[src/rtl/ysyx_22050612_pkg.sv]
// Shared definitions for the NPC multi-cycle control path:
// sequencer state encoding, halt causes and the reset PC.
package ysyx_22050612_pkg;

  typedef enum logic [2:0] {
    CTRL_IDLE  = 3'd0,
    CTRL_FETCH = 3'd1,
    CTRL_EXEC  = 3'd2,
    CTRL_MEM   = 3'd3,
    CTRL_WB    = 3'd4,
    CTRL_HALT  = 3'd5
  } ctrl_state_e;

  localparam logic HALT_EBREAK   = 1'b0;
  localparam logic HALT_MISALIGN = 1'b1;

  localparam logic [63:0] CTRL_RESET_PC = 64'h8000_0000;

  function automatic logic pc_misaligned(
    input logic [1:0] lo
  );
    return lo != 2'b00;
  endfunction

endpackage

[src/rtl/ysyx_22050612_perf_cnt.sv]
// Cycle and retired-instruction counters for the sequencer.
// Only built when CTRL_PERF_EN is defined.
`ifdef CTRL_PERF_EN
module ysyx_22050612_perf_cnt (
  input  logic        clk,
  input  logic        rst,
  input  logic        run_i,
  input  logic        retire_i,
  output logic [63:0] cycle_cnt_o,
  output logic [63:0] instret_cnt_o
);

  logic [63:0] cycle_q, cycle_d;
  logic [63:0] instret_q, instret_d;

  always_comb begin
    cycle_d   = cycle_q;
    instret_d = instret_q;
    if (run_i) begin
      cycle_d = cycle_q + 64'd1;
    end
    if (retire_i) begin
      instret_d = instret_q + 64'd1;
    end
  end

  always_ff @(posedge clk) begin
    if (rst) begin
      cycle_q   <= '0;
      instret_q <= '0;
    end else begin
      cycle_q   <= cycle_d;
      instret_q <= instret_d;
    end
  end

  assign cycle_cnt_o   = cycle_q;
  assign instret_cnt_o = instret_q;

endmodule
`endif

[src/rtl/ysyx_22050612_ctrl.sv]
// Multi-cycle sequencer: FETCH -> EXEC -> (MEM) -> WB, owns PC.
// CTRL_PERF_EN adds cycle_cnt / instret_cnt outputs.
module ysyx_22050612_ctrl
  import ysyx_22050612_pkg::*;
#(
  parameter int              XLEN     = 64,
  parameter logic [XLEN-1:0] RESET_PC = XLEN'(CTRL_RESET_PC)
) (
  input  logic            clk,
  input  logic            rst,
  output logic            ifu_req,
  output logic [XLEN-1:0] ifu_addr,
  input  logic            ifu_rvalid,
  input  logic [31:0]     ifu_rdata,
  output logic [31:0]     inst,
  input  logic            is_load,
  input  logic            is_store,
  input  logic            is_ebreak,
  input  logic [XLEN-1:0] dnpc,
  input  logic            exu_wen,
  input  logic [4:0]      rd,
  output logic            lsu_req,
  output logic            lsu_we,
  input  logic            lsu_done,
  output logic            gpr_wen,
  output logic [XLEN-1:0] pc,
  output logic            retire,
  output logic            halt,
  output logic            halt_code
`ifdef CTRL_PERF_EN
  ,
  output logic [63:0]     cycle_cnt,
  output logic [63:0]     instret_cnt
`endif
);

  ctrl_state_e     state_q, state_d;
  logic [XLEN-1:0] pc_q, pc_d;
  logic [XLEN-1:0] npc_q, npc_d;
  logic [31:0]     inst_q, inst_d;
  logic            load_q, load_d;
  logic            store_q, store_d;
  logic            halt_q, halt_d;
  logic            hcode_q, hcode_d;

  always_comb begin
    state_d = state_q;
    pc_d    = pc_q;
    npc_d   = npc_q;
    inst_d  = inst_q;
    load_d  = load_q;
    store_d = store_q;
    halt_d  = halt_q;
    hcode_d = hcode_q;
    ifu_req = 1'b0;
    lsu_req = 1'b0;
    lsu_we  = 1'b0;
    gpr_wen = 1'b0;
    retire  = 1'b0;
    unique case (state_q)
      CTRL_IDLE: begin
        state_d = CTRL_FETCH;
      end
      CTRL_FETCH: begin
        ifu_req = 1'b1;
        if (ifu_rvalid) begin
          inst_d  = ifu_rdata;
          state_d = CTRL_EXEC;
        end
      end
      CTRL_EXEC: begin
        // ebreak wins over a bad target: it never jumps
        if (is_ebreak) begin
          halt_d  = 1'b1;
          hcode_d = HALT_EBREAK;
          state_d = CTRL_HALT;
        end else if (pc_misaligned(dnpc[1:0])) begin
          halt_d  = 1'b1;
          hcode_d = HALT_MISALIGN;
          state_d = CTRL_HALT;
        end else begin
          npc_d   = dnpc;
          load_d  = is_load;
          store_d = is_store;
          if (is_load || is_store) begin
            state_d = CTRL_MEM;
          end else begin
            state_d = CTRL_WB;
          end
        end
      end
      CTRL_MEM: begin
        lsu_req = 1'b1;
        lsu_we  = store_q;
        if (lsu_done) begin
          state_d = CTRL_WB;
        end
      end
      CTRL_WB: begin
        gpr_wen = (exu_wen | load_q) & ~store_q & (rd != 5'd0);
        retire  = 1'b1;
        pc_d    = npc_q;
        state_d = CTRL_FETCH;
      end
      CTRL_HALT: begin
        state_d = CTRL_HALT;
      end
      default: begin
        state_d = CTRL_IDLE;
      end
    endcase
  end

  always_ff @(posedge clk) begin
    if (rst) begin
      state_q <= CTRL_IDLE;
      pc_q    <= RESET_PC;
      npc_q   <= RESET_PC;
      inst_q  <= '0;
      load_q  <= 1'b0;
      store_q <= 1'b0;
      halt_q  <= 1'b0;
      hcode_q <= 1'b0;
    end else begin
      state_q <= state_d;
      pc_q    <= pc_d;
      npc_q   <= npc_d;
      inst_q  <= inst_d;
      load_q  <= load_d;
      store_q <= store_d;
      halt_q  <= halt_d;
      hcode_q <= hcode_d;
    end
  end

  assign ifu_addr  = pc_q;
  assign pc        = pc_q;
  assign inst      = inst_q;
  assign halt      = halt_q;
  assign halt_code = hcode_q;

`ifdef CTRL_PERF_EN
  ysyx_22050612_perf_cnt u_perf (
    .clk           (clk),
    .rst           (rst),
    .run_i         (~halt_q),
    .retire_i      (retire),
    .cycle_cnt_o   (cycle_cnt),
    .instret_cnt_o (instret_cnt)
  );
`endif

endmodule

[config.mk]
export PLATFORM = sky130hd
export DESIGN_NAME = ysyx_22050612_ctrl
export DESIGN_NICKNAME = d
export VERILOG_FILES = /design/src/rtl/ysyx_22050612_pkg.sv /design/src/rtl/ysyx_22050612_perf_cnt.sv /design/src/rtl/ysyx_22050612_ctrl.sv
export SDC_FILE = /design/constraint.sdc
export NUM_CORES = 1
export LEC_CHECK = 0
export CORE_ASPECT_RATIO = 1.1
export CORE_MARGIN = 1.5
export CORE_UTILIZATION = 46
export CTS_CLUSTER_SIZE = 10
export DETAILED_ROUTE_END_ITERATION = 8
export PLACE_DENSITY = 0.83
export SYNTH_ARGS = -nofsm -noshare
export SYNTH_HDL_FRONTEND = slang
export SYNTH_SLANG_ARGS = --single-unit
[constraint.sdc]
create_clock -name clk -period 2.81 [get_ports clk]
set_clock_uncertainty 0.05 [all_clocks]
set_input_delay 0.562 -clock clk [delete_from_list [all_inputs] [get_ports clk]]
set_output_delay 0.562 -clock clk [all_outputs]
set_load 0.02 [all_outputs]
==> metrics.txt, run 1 <==
Die Span Y=129 µm; Die X=118 µm; Iter 0 DRT Violations=606; setup TNS=0 ns; FF+latch count, synth=167; worst reg2reg endpoint=npc_q[23]; EDFF count, synth=0; status=finished clean; Synth Flop Type=dfxtp_1; Tightest Hold Check Type=reg -> reg; Worst path max stage delay=0.55 ns; area of the multi-input gates=2460 µm²; first-pass GRT wire length=28.9 mm; mean cell area of the mapped netlist=8.06 µm²; PnR worst setup slack=0.146 ns; CP Launch Point=rd[0]; Seq. cell area=3340 µm²; CP endpoint kind=output port; Max Cap Violations=0; Yosys warning count=0; required time worst endpoint=2.20 ns; # setup viols final=0; Core Area=14000 µm²; final hold violations=0; Post-Syn Area=6640 µm²; DRC=0; Post-Synthesis Cells=824; largest net degree at the start of global routing=84; hpwl dp=12.0 mm; initial antenna violation count=0; final core utilization=0.682; RSZ-0062 raised after global routing=no; Worst R2R Start=state_q[1]; Final nets=1109; Top Ports=276; Worst R2R Path Depth=5; Inserted Clock Buffers=17; fin crit period=2.66 ns; GP Congestion=0.767; ys async rst share=0; n_diodes=0; TritonCTS clock tree=built; CTS root buf=clkbuf_16; share of cells above drive strength 1=0.0516; All-Layer GR Usage=0.237; row cnt=45; clock net sink count=167; PostCTS Resize Cnt=1; Worst Setup EP=gpr_wen; Max Root-Sink Buffers=2; sequential fraction of the synthesis area=0.504; fmax=375 MHz; Pwr per Cell Area=635 nW/µm²; Worst slew margin=0.399; flop2flop setup slack=0.72 ns; fillers=1192; DIE AREA=15200 µm²; DRT Wirelength=18.2 mm; Crit path arrival time=2.05 ns; Final Cell Area=9520 µm²; Initial Utilization=0.475; Hold-fix buffers, CTS=0; worst IR drop on VDD=0.394 mV; period utilization=0.948; WL/cell=15.2 µm; via count=6298; Leak Pwr=3.16 nW; Post-Place Cell Area=8970 µm²; Clock Pin Slew Worst Setup and Hold Paths=0.06 ns; Worst Setup Path Type=in -> out; Distinct cells, synth=39; worst-path cell chain=clkdlybuf4s50_1, or4_1, nor2_1, nor4_1, dlygate4sd2_1; Net Count, Synth=933; total congestion overflow=0; Routed Antenna Nets=0; Layout area overhead=43.4%; worst-path cell with the longest stage delay=or4_1; CP Max Fanout=1; dpl ws=-0.0822 ns; H-tree depth=4; Worst Setup Start Kind=primary input; total power=6.04 mW; Final Max Tran Viols=0; first drt pass iteration count=5; Worst-Skew Late Latency=0.42 ns; vias in the first global route=5931; Vias/cell=5.27; Port Buffers=275; Least-Margin Pin Slew=0.902 ns; Post-CTS Setup Bufs=0
## cell type report
type,count,share of cell area
clock inverters,6,0.0110
well taps,188,0.0247
flip-flops and latches,167,0.351
multi-input cells,518,0.259
clock buffers,21,0.0463
repair buffers,293,0.307
inverters,3,0.00118
## logic make-up after synthesis
logic type      after synthesis  share of synthesized area
flops                       167                      0.504
buf+inv                     139                      0.130
simple gates                284                      0.185
compound gates              234                      0.181
## synthesized netlist by cell type (all sizes together), types with 2 or more instances
cell	n	share of area
o21ai	65	0.049
clkbuf	40	0.024
nor3b	4	0.0053
nand2	192	0.11
inv	3	0.0017
and2	2	0.0019
nand3	64	0.048
a21oi	161	0.12
nor2	7	0.0040
or3b	2	0.0030
dfxtp	167	0.50
buf	96	0.10
nand3b	2	0.0023
## cell usage in the layout (no fill, tap or decap), types with 2 or more instances in the layout
cell type,Yosys,layout
clkdlybuf4s50_1,0,273
nand2_1,192,192
dfxtp_1,167,166
a21oi_1,161,161
nand3_1,64,64
o21ai_0,53,53
clkbuf_16,0,17
buf_4,66,16
o21ai_1,12,12
nor2_1,7,7
clkbuf_1,35,4
nor3b_1,3,3
bufinv_16,0,3
clkinv_2,0,3
buf_12,0,3
and2_1,2,2
nand3b_1,2,2
inv_1,2,2
## worst min-delay path by stage
| stage | start | end | depth (start not counted) |
|---|---|---|---|
| floorplan | npc_q[0] | ifu_addr[0] | 2 |
| global placement | npc_q[5] | ifu_addr[5] | 2 |
| detailed placement | npc_q[44] | ifu_addr[44] | 2 |
| CTS | npc_q[45] | ifu_addr[45] | 2 |
| global route | npc_q[52] | ifu_addr[52] | 2 |
| finish | npc_q[45] | ifu_addr[45] | 2 |
## per-stage QoR
step / hold slack (ns) / std cells
after detailed placement: 0.392 / 1169
after global placement: 0.383 / 1169
after CTS: 0.397 / 1196
final: 0.394 / 1196
after global routing: 0.411 / 1196
after floorplan: 0.377 / 824
## power breakdown
part | internal, mW | leakage (nW) | switching, mW
clock network | 1.37 | 0.268 | 0.858
registers | 2.49 | 1.35 | 0.0762
logic | 0.501 | 1.54 | 0.752
total | 4.36 | 3.16 | 1.69
## registers in the layout, summed over array words and instances (netlist names)
register,cells
halt,1
store_q,1
npc_q,64
halt_code,1
inst,32
load_q,1
state_q,3
ifu_addr,64
## critical path: cells and delay by family
family / cells / cell delay (ns)
buffers and inverters: 2 / 0.78
and+or+nand+nor: 3 / 0.72
## routing by layer
| metal | vias to the layer above | GRT usage | part of all wire |
|---|---|---|---|
| met5 | - | 0 | 0 |
| met4 | 0 | 0.0925 | 0.022 |
| met3 | 25 | 0.0714 | 0.075 |
| met2 | 268 | 0.428 | 0.51 |
| met1 | 2963 | 0.264 | 0.39 |
| li1 | 3042 | - | - |
Note: power is estimated with default switching activity, not from simulation.
==> run 2, diff against run 1 <==
- REMOVE_ABC_BUFFERS: not set -> 1
==> run 2 against run 1 <==
Against the previous run:
- combinational power about the same
- non-clock buffer count decreased by 1
- die area unchanged
- largest power group unchanged
==> metrics.txt, run 2 (synthesis gave the netlist of run 1 again) <==
GP Congestion=0.798 (+4.0%); first drt pass iteration count=7 (+2); WL/cell=15.9 µm (+4.8%); n_diodes=0 (unchanged); DRT Wirelength=19.1 mm (+5.2%); initial antenna violation count=0 (unchanged); Iter 0 DRT Violations=460 (-24%); CP endpoint kind=output port; Post-CTS Setup Bufs=0 (unchanged); clock net sink count=167 (unchanged); fmax=378 MHz (+0.59%); Vias/cell=5.29 (+0.54%); hpwl dp=12.3 mm (+2.4%); Clock Pin Slew Worst Setup and Hold Paths=0.07 ns (about the same); share of cells above drive strength 1=0.0583 (+0.00671); DRC=0 (unchanged); Core Area=14000 µm² (unchanged); largest net degree at the start of global routing=69 (-18%); hold path endpoint=ifu_addr[12]; RSZ-0062 raised after global routing=no; row cnt=45 (unchanged); vias in the first global route=5875 (-0.94%); hold_sp=npc_q[12]; Die Span Y=129 µm (unchanged); Top Ports=276 (unchanged); met1 Track Usage GR=0.298 (+0.0338); Worst R2R Path Depth=5 (unchanged); TritonCTS clock tree=built; Least-Margin Pin Slew=0.716 ns (-0.186 ns); hold path cells=2 (unchanged); worst-path cell with the longest stage delay=clkdlybuf4s50_1; status=finished clean; Tightest Hold Check Type=reg -> reg; Max Root-Sink Buffers=2 (unchanged); met2 usage=0.423 (-0.00554); Layout area overhead=45.4%; # setup viols final=0 (unchanged); CP top delay family=buffers and inverters; met3 usage=0.0714 (unchanged); Most Crowded Layer GR=met2; Worst-Skew Late Latency=0.42 ns (about the same); CP bufs+invs=2 (unchanged); CP Max Fanout=10 (+9); Leak Pwr=3.21 nW (+1.8%); most frequent cells in the layout=clkdlybuf4s50_1, nand2_1, dfxtp_1, a21oi_1, nand3_1; Worst path max stage delay=0.62 ns (+0.07 ns); CTS root buf=clkbuf_16; via count=6353 (+0.87%); Worst slew margin=0.523 (+0.124); period utilization=0.943 (-0.00557); worst IR drop on VDD=0.377 mV (-4.3%); Inserted Clock Buffers=17 (unchanged); fin cells=1200 (+0.33%); Worst Setup Start Kind=register; Pwr per Cell Area=657 nW/µm² (+3.5%); Crit path arrival time=2.04 ns (about the same); Worst R2R Start=state_q[0]; total power=6.34 mW (+4.9%); required time worst endpoint=2.20 ns (about the same); worst-path cell chain=or3b_4, inv_2, clkdlybuf4s50_1; Worst Setup Path Type=reg -> out; DIE AREA=15200 µm² (unchanged); Initial Utilization=0.475 (unchanged); total congestion overflow=0 (unchanged); worst reg2reg endpoint=ifu_addr[3]; Final Max Tran Viols=0 (unchanged); Final nets=1108 (-0.090%); All-Layer GR Usage=0.246 (+0.00928); CP Launch Point=state_q[0]; Port Buffers=275 (unchanged); fin crit period=2.65 ns (-0.0156 ns); placed cell count=1168 (-0.086%); Routed Antenna Nets=0 (unchanged); Max Cap Violations=0 (unchanged); Die X=118 µm (unchanged); H-tree depth=4 (unchanged); setup TNS=0 ns (unchanged); final hold violations=0 (unchanged); flop2flop setup slack=0.76 ns (+0.04 ns); first-pass GRT wire length=29.8 mm (+3.3%); most common cell after layout, fill and taps aside=clkdlybuf4s50_1
run 2: cell types whose count changed in the layout (fill, tap and decap cells not counted), sizes merged:
| cell | previous run | this run |
|---|---|---|
| buf | 19 | 18 |
| bufinv | 3 | 4 |
| clkbuf | 21 | 19 |
| clkinv | 3 | 4 |
| clkinvlp | 0 | 1 |
| inv | 3 | 7 |
run 2: worst max-delay path by stage:
| stage | endpoint | slack (ns) | depth (start not counted) |
|---|---|---|---|
| floorplan | npc_q[31] | -2.06 | 3 |
| global placement | gpr_wen | 0.05 | 5 |
| detailed placement | gpr_wen | 0.03 | 5 |
| CTS | lsu_req | 0.09 | 3 |
| global route | lsu_req | 0.05 | 3 |
| finish | retire | 0.16 | 3 |
run 2: per-layer routing:
layer  wire, µm  share of wire  up-vias
met1       7900           0.41     3001
li1           -              -     3050
met3       1390          0.073       29
met2       9460           0.49      273
met5          0              0        -
met4        385          0.020        0
run 2: cell type report:
type | instances | area (µm²)
inverter | 3 | 11.3
tap | 188 | 235
clock inverter | 13 | 193
timing repair buffer | 292 | 2950
fill | 1141 | 4320
clock buffer | 19 | 453
multi-input combinational | 518 | 2460
sequential | 167 | 3340
run 2: report_power, final:
part	leakage (nW)	total, mW	switching [mW]	internal [mW]
Sequential	1.35	2.56	0.0741	2.49
Clock	0.316	2.52	0.970	1.55
Combinational	1.55	1.26	0.751	0.510
Total	3.21	6.34	1.79	4.55
run 2: through the flow:
step / util / hold WS, ns / cell area (µm²) / setup slack [ns]
floorplan: - / 0.371 / 5790 / -2.06
global placement: 0.645 / 0.382 / 9000 / 0.0464
detailed placement: 0.645 / 0.387 / 9000 / 0.0342
CTS: 0.691 / 0.395 / 9650 / 0.0895
global route: 0.691 / 0.411 / 9650 / 0.0494
finish: 0.691 / 0.390 / 9650 / 0.161
run 2: worst reg2reg max path, stage by stage (launching register included):
cell and delay (ns):
dfxtp_1 0.40, or3b_4 0.49, inv_2 0.11, buf_4 0.58
nand2_1 0.16, a21oi_1 0.18
run 2: timing repair:
action / in CTS / in global routing
hold buffers: 0 / 0
endpoints found under the setup margin: 1 / 2
resized for setup: 1 / 1
==> run 3, diff against run 2 <==
- CAP_MARGIN: not set -> 20
==> results of run 3 <==
No change in the layout: final DEF, timing and power equal those of run 2.
